`config.mk`:
```
export PLATFORM = sky130hd
export DESIGN_NAME = vp_cfg_sched
export DESIGN_NICKNAME = d
export VERILOG_FILES = /design/src/rtl/vp_cfg_sched.sv
export SDC_FILE = /design/constraint.sdc
export NUM_CORES = 1
export LEC_CHECK = 0
export ABC_CLOCK_PERIOD_IN_PS = 2330
export CAP_MARGIN = 20
export CORE_MARGIN = 4
export CORE_UTILIZATION = 54
export CTS_CLUSTER_DIAMETER = 30
export CTS_CLUSTER_SIZE = 24
export DETAILED_ROUTE_END_ITERATION = 8
export MAX_ROUTING_LAYER = met4
export PLACE_DENSITY = 0.82
export SLEW_MARGIN = 10
export SYNTH_ARGS = -nofsm -noshare
export SYNTH_HDL_FRONTEND = slang
export SYNTH_SLANG_ARGS = --single-unit
```
`constraint.sdc`:
```
create_clock -name clk -period 2.33 [get_ports clk]
set_clock_uncertainty 0.05 [all_clocks]
set_input_delay 0.233 -clock clk [delete_from_list [all_inputs] [get_ports clk]]
set_output_delay 0.233 -clock clk [all_outputs]
set_load 0.01 [all_outputs]
```
`src/rtl/vp_cfg_sched.sv`:
```
// Frame-synchronous configuration scheduler: shadow parameter writes are applied
// atomically on the next vsync rise, with a frame counter and lost-sync watchdog.
module vp_cfg_sched #(
    parameter int                 PARAM_W     = 8,
    parameter int                 NUM_PARAMS  = 4,
    parameter int                 ADDR_W      = 2,
    parameter logic [PARAM_W-1:0] PARAM_RST   = 8'd8,
    parameter int                 TIMEOUT_CYC = 2_000_000,
    parameter int                 TO_W        = 24
) (
    input  logic                          clk,
    input  logic                          rst_n,
    input  logic                          cfg_valid,
    output logic                          cfg_ready,
    input  logic [ADDR_W-1:0]             cfg_addr,
    input  logic [PARAM_W-1:0]            cfg_data,
    input  logic                          cfg_commit,
    output logic                          cfg_err,
    input  logic                          vsync_in,
    output logic [NUM_PARAMS*PARAM_W-1:0] param_out,
    output logic                          apply_pulse,
    output logic                          cfg_pending,
    output logic [15:0]                   frame_cnt,
    output logic                          sync_lost
);

    typedef enum logic {
        IDLE,
        ARMED
    } state_t;

    localparam logic [ADDR_W:0] NP_LIM = (ADDR_W + 1)'(NUM_PARAMS);
    localparam logic [TO_W-1:0] TO_MAX = TO_W'(TIMEOUT_CYC);

    state_t                          state_q, state_d;
    logic                            vsync_d;
    logic                            vs_rise;
    logic                            addr_ok;
    logic                            wr_fire;
    logic                            do_apply;
    logic [PARAM_W-1:0]              shadow [NUM_PARAMS];
    logic [NUM_PARAMS*PARAM_W-1:0]   param_q;
    logic [TO_W-1:0]                 wd_q;

    assign vs_rise   = vsync_in & ~vsync_d;
    assign addr_ok   = ({1'b0, cfg_addr} < NP_LIM);
    assign wr_fire   = cfg_valid & cfg_ready;
    assign param_out = param_q;

    // A commit taken in IDLE never applies on the same cycle's vsync rise.
    always_comb begin
        state_d     = state_q;
        cfg_ready   = 1'b0;
        cfg_pending = 1'b0;
        do_apply    = 1'b0;
        case (state_q)
            IDLE: begin
                cfg_ready = 1'b1;
                if (cfg_commit) begin
                    state_d = ARMED;
                end
            end
            ARMED: begin
                cfg_pending = 1'b1;
                if (vs_rise || sync_lost) begin
                    do_apply = 1'b1;
                    state_d  = IDLE;
                end
            end
            default: state_d = IDLE;
        endcase
    end

    always_ff @(posedge clk or negedge rst_n) begin
        if (!rst_n) begin
            state_q     <= IDLE;
            vsync_d     <= 1'b0;
            apply_pulse <= 1'b0;
            cfg_err     <= 1'b0;
            frame_cnt   <= 16'd0;
        end else begin
            state_q     <= state_d;
            vsync_d     <= vsync_in;
            apply_pulse <= do_apply;
            cfg_err     <= wr_fire & ~addr_ok;
            if (vs_rise) begin
                frame_cnt <= frame_cnt + 16'd1;
            end
        end
    end

    always_ff @(posedge clk or negedge rst_n) begin
        if (!rst_n) begin
            for (int i = 0; i < NUM_PARAMS; i++) begin
                shadow[i] <= PARAM_RST;
            end
            param_q <= {NUM_PARAMS{PARAM_RST}};
        end else begin
            for (int i = 0; i < NUM_PARAMS; i++) begin
                if (wr_fire && addr_ok && (cfg_addr == ADDR_W'(i))) begin
                    shadow[i] <= cfg_data;
                end
                if (do_apply) begin
                    param_q[i*PARAM_W +: PARAM_W] <= shadow[i];
                end
            end
        end
    end

    // sync_lost rises on the same edge the counter reaches its saturation value.
    always_ff @(posedge clk or negedge rst_n) begin
        if (!rst_n) begin
            wd_q      <= '0;
            sync_lost <= 1'b0;
        end else if (vs_rise) begin
            wd_q      <= '0;
            sync_lost <= 1'b0;
        end else begin
            if (wd_q != TO_MAX) begin
                wd_q <= wd_q + 1'b1;
            end
            if (wd_q >= TO_MAX - TO_W'(1)) begin
                sync_lost <= 1'b1;
            end
        end
    end

endmodule

```
Yosys cells after proc, flatten, opt, wreduce, memory -nomap -nowiden
Cells that the tools add are included.
W data, S select, Z words.
- bits of input ports: 15
- register bits after elaboration: 108
- output and inout port bits: 53
- word-level logic and storage cells: 41
- add/sub/neg operators: 2
- bitwise operators: 4
- equality and inequality tests: 4
- $lt $le $gt $ge: 1
- muxes and demuxes: 11
- reduce and logical (&&, ||, !) cells: 8
- operators with widths (kind ; count):
    $mux W24 ; 2
    $add A24 B1 Y24 const B ; 1
    $ge A24 B21 Y1 const B ; 1
    $ne A24 B21 Y1 const B ; 1
    $add A16 B1 Y16 const B ; 1
    $mux W1 ; 8
    $eq A2 B2 Y1 const B ; 2
    $logic_and A1 B1 Y1 ; 4
    $reduce_bool A2 Y1 ; 2
    $and A1 B1 Y1 ; 2
    $eq A2 B1 Y1 const B ; 1
    $logic_not A2 Y1 ; 1
    $not A1 Y1 ; 2
    $pmux W1 S2 ; 1
    $logic_or A1 B1 Y1 ; 1

Depth between registers and ports, before layout
- word-level depth: 5
- gate-level depth with buffers: 6
- depth with buffers taken out: 6

Worst setup path after synthesis
Ideal clock, no wire load.
- kind: register -> register
- start point: register wd_q[0]
- end point: register wd_q[22]
- setup slack: 0.229 ns
- period minus slack after synthesis: 2.101 ns
- stages on the path, launching flop included: 7
- arrival time: 1.973 ns
- buffers on the path: 1
- data required time: 2.202 ns
- path through: dfrtp_1 -> ha_1 -> nand3_1 -> or4_4 -> buf_6 -> or4_1 -> a21oi_1
- cells in the longest elaborated chain, start to end: 3
- elaborated cells between the ends (all ways): 5
- classes of those cells: add/sub: 1; eq/ne: 1; mux: 2; reduce/logical: 1
- RTL lines (what ; RTL line ; RTL):
    start, declared ; 43 ; logic [TO_W-1:0] wd_q;
    start signal, assigned ; 120 ; wd_q <= wd_q + 1'b1;
    $add A24 B1 Y24 ; 120 ;
    $mux W24 ; 119 ; if (wd_q != TO_MAX) begin
    $mux W24 ; 115 ; end else if (vs_rise) begin
Several ways; a longest one is shown, not always the timed one. The select of a mux whose other input is x is not followed.
A chain may end at the register's enable or synchronous reset.

Worst setup path after layout
- start point: register wd_q[4]
- end point: register wd_q[23]
Same word-level chain as after synthesis.

==> impl_metrics.toml <==
[cts]
htree_levels = 3
path_clk_slew_ps = 110
clockBufferDepth = 2
cts_setup_buffers = 0
cts_num_sinks = 108
cts_buffers = 9
cts_root_buf = "clkbuf_8"
clkLatencyLatePin_ps = 360
cts_tree = "done"

[yosys]
synth.area.top_cells = "dfrtp_1 55%, mux2_2 16%, dfstp_2 4.6%"
synthFlopType = "dfrtp_1"
ys_ff_latch = 108
synth_top_family_by_area = "multiplexers"
syn-mean-instance-area_um2 = 12.8
synth_edf_count = 0
synth_top_area_cell = "dfrtp_1"
synth_top_cell_area_share = 0.551
yosys_warnings = 0
synth-xor-area-share = 0.0462
synthCells = 354
synth.net_count = 372
netlist_area_um2 = 4550
synth.distinct_cells = 37
synth_mux_area_frac = 0.159
synth-compound-area-share = 0.0421
synth_most_common_cell = "dfrtp_1"
synthAdderAreaFrac = 0.00826
synthSimpleGateAreaFrac = 0.127
synth_common_cells = "100 x dfrtp_1, 64 x mux2_2, 21 x xnor2_1"
async_reset_ff_frac = 1.00
yosysSeqAreaShare = 0.597

[sta]
setup_tns_ps = 0
rsz0062_at_grt = "no"
timing.final.ws_setup_ps = 148
finalHoldViolations = 0
hold_slack_ps = 300
drv_slew = 0
finalCritPeriodShare = 0.937
period_needed_ps = 2180
finalSetupViolations = 0
slew_headroom = 0.598
worstMarginPinSlew_ps = 597
max_freq_ghz = 0.458

[global_routing]
grt_pass1_wl_mm = 14.7
antenna_found_initial = 0
grtUsageMet2 = 0.297
grt_usage = 0.189
gr-usage-met3 = 0.0295
grt.overflow.total = 0
grt_pass1_vias = 2996
grt_max_degree = 44
use_met1 = 0.257
busiest_layer = "met2"

[placement]
gp_congestion = 0.779
placed_cells = 523
portBuffers = 66
hpwl_mm = 6.06
place_ws_ps = 8.90

[detailed_routing]
vias = 3044
dr.first_iter.drc_count = 120
drtPass1Iterations = 4
ant_nets = 0
post_drt_via_cell_ratio = 5.63
post_drt_wl_per_cell_um = 16.0
drc_errors = 0
wl_mm = 8.67

[worst_setup_path]
cp-end-kind = "register"
arrival_ps = 2420
r2r_cells = 4
reg2reg_to = "wd_q[23]"
rrSetupSlack_ps = 150
path_max_fanout = 12
critPathLaunchType = "register"
rr_startpoint = "wd_q[4]"
crit_required_ps = 2560
critPathKind = "reg -> reg"

[power]
power.density_nw_per_um2 = 989
p_leak_nw = 2.38
ir_worst_vdd_uv = 597

[layout]
stdcell_count = 541
utilization = 0.686
syn_to_final_growth_pct = 24.0
n_antenna_cell = 0
nFillCells = 589
drive_gt1_frac = 0.245
nets = 449

[floorplan]
dieWidth_um = 99.8
start_util = 0.553
io_pins = 68
die_h_um = 99.8
core_um2 = 8220
num_rows = 33
dieArea_um2 = 9950

[min_path]
hold_path_depth = 1
hold_class = "in -> reg"
hp-start = "vsync_in"
min_to = "vsync_d"

[flow_run]
drv_cap = 0

[status]
status = "complete, no violations"
==> critical path: stages, from the launching register on <==
cell,delay (ps)
dfrtp_1,470
nand3_4,140
or4_1,750
or4_1,530
a21oi_1,160
==> sequential cells by signal, summed over array words and instances (netlist names) <==
name	flops
apply_pulse	1
state_q	1
frame_cnt	16
wd_q	24
shadow	32
vsync_d	1
sync_lost	1
param_out	32
==> metrics by stage <==
step | total power [mW] | area (um^2)
after floorplan | 3.53 | 4550
after global placement | 4.38 | 5390
after CTS | 5.63 | 5610
final | 5.58 | 5640
after global routing | 5.90 | 5640
after detailed placement | 4.46 | 5390
==> layout make-up <==
| type | count | area, um^2 | area share |
|---|---|---|---|
| Sequential cell | 108 | 2710 | 0.481 |
| Multi-Input combinational cell | 225 | 1770 | 0.314 |
| Timing Repair Buffer | 78 | 783 | 0.139 |
| Tap cell | 105 | 131 | 0.0233 |
| Clock buffer | 9 | 124 | 0.0220 |
| Clock inverter | 7 | 85.1 | 0.0151 |
| Inverter | 9 | 33.8 | 0.00599 |
==> how the worst max path moves through the flow <==
stage,start,end,slack (ps)
finish,wd_q[4],wd_q[23],150
global route,wd_q[1],wd_q[22],60
CTS,wd_q[0],wd_q[22],80
detailed placement,vsync_in,param_out[13],9
global placement,vsync_in,param_out[18],50
floorplan,wd_q[0],wd_q[22],230
==> timing repair <==
action	CTS	global route
endpoints found under the hold margin	30	0
resized for setup	0	0
hold buffers	1	0
setup endpoints to repair	0	3
==> layout by cell type (no fill, tap or decap), types with 9 or more instances in the layout <==
master and n:
a21oi_1 16, and3_1 9, buf_4 10, clkbuf_8 9, clkdlybuf4s50_1 65, dfrtp_1 100, inv_1 9, mux2_2 64
nand2_1 16, nand3_1 14, nand4_1 9, nor2_1 15, o21ai_0 9, xnor2_1 21
==> where the power goes <==
group | total [mW] | switching, mW | internal (mW)
Clock | 1.17 | 0.653 | 0.514
Combinational | 1.56 | 0.553 | 1.01
Sequential | 2.85 | 0.369 | 2.48
==> routing by layer <==
metal | routed length [um] | part of all wire
met1 | 3920 | 0.45
met3 | 322 | 0.037
met5 | 0 | 0
met2 | 4370 | 0.50
met4 | 64 | 0.0074
==> logic make-up (layout without fill, tap and decap cells) <==
logic type               count (synthesis)  after routing
AND/OR/NAND/NOR                         99             99
flip-flops                             108            108
adder cells (fa/ha/maj)                  3              3
AO/OA/AOI/OAI                           34             34
multiplexers                            64             64
other                                    1              1
XOR/XNOR                                24             24
buffers and inverters                   21            103
No activity file was read; power rests on OpenSTA's default activity.
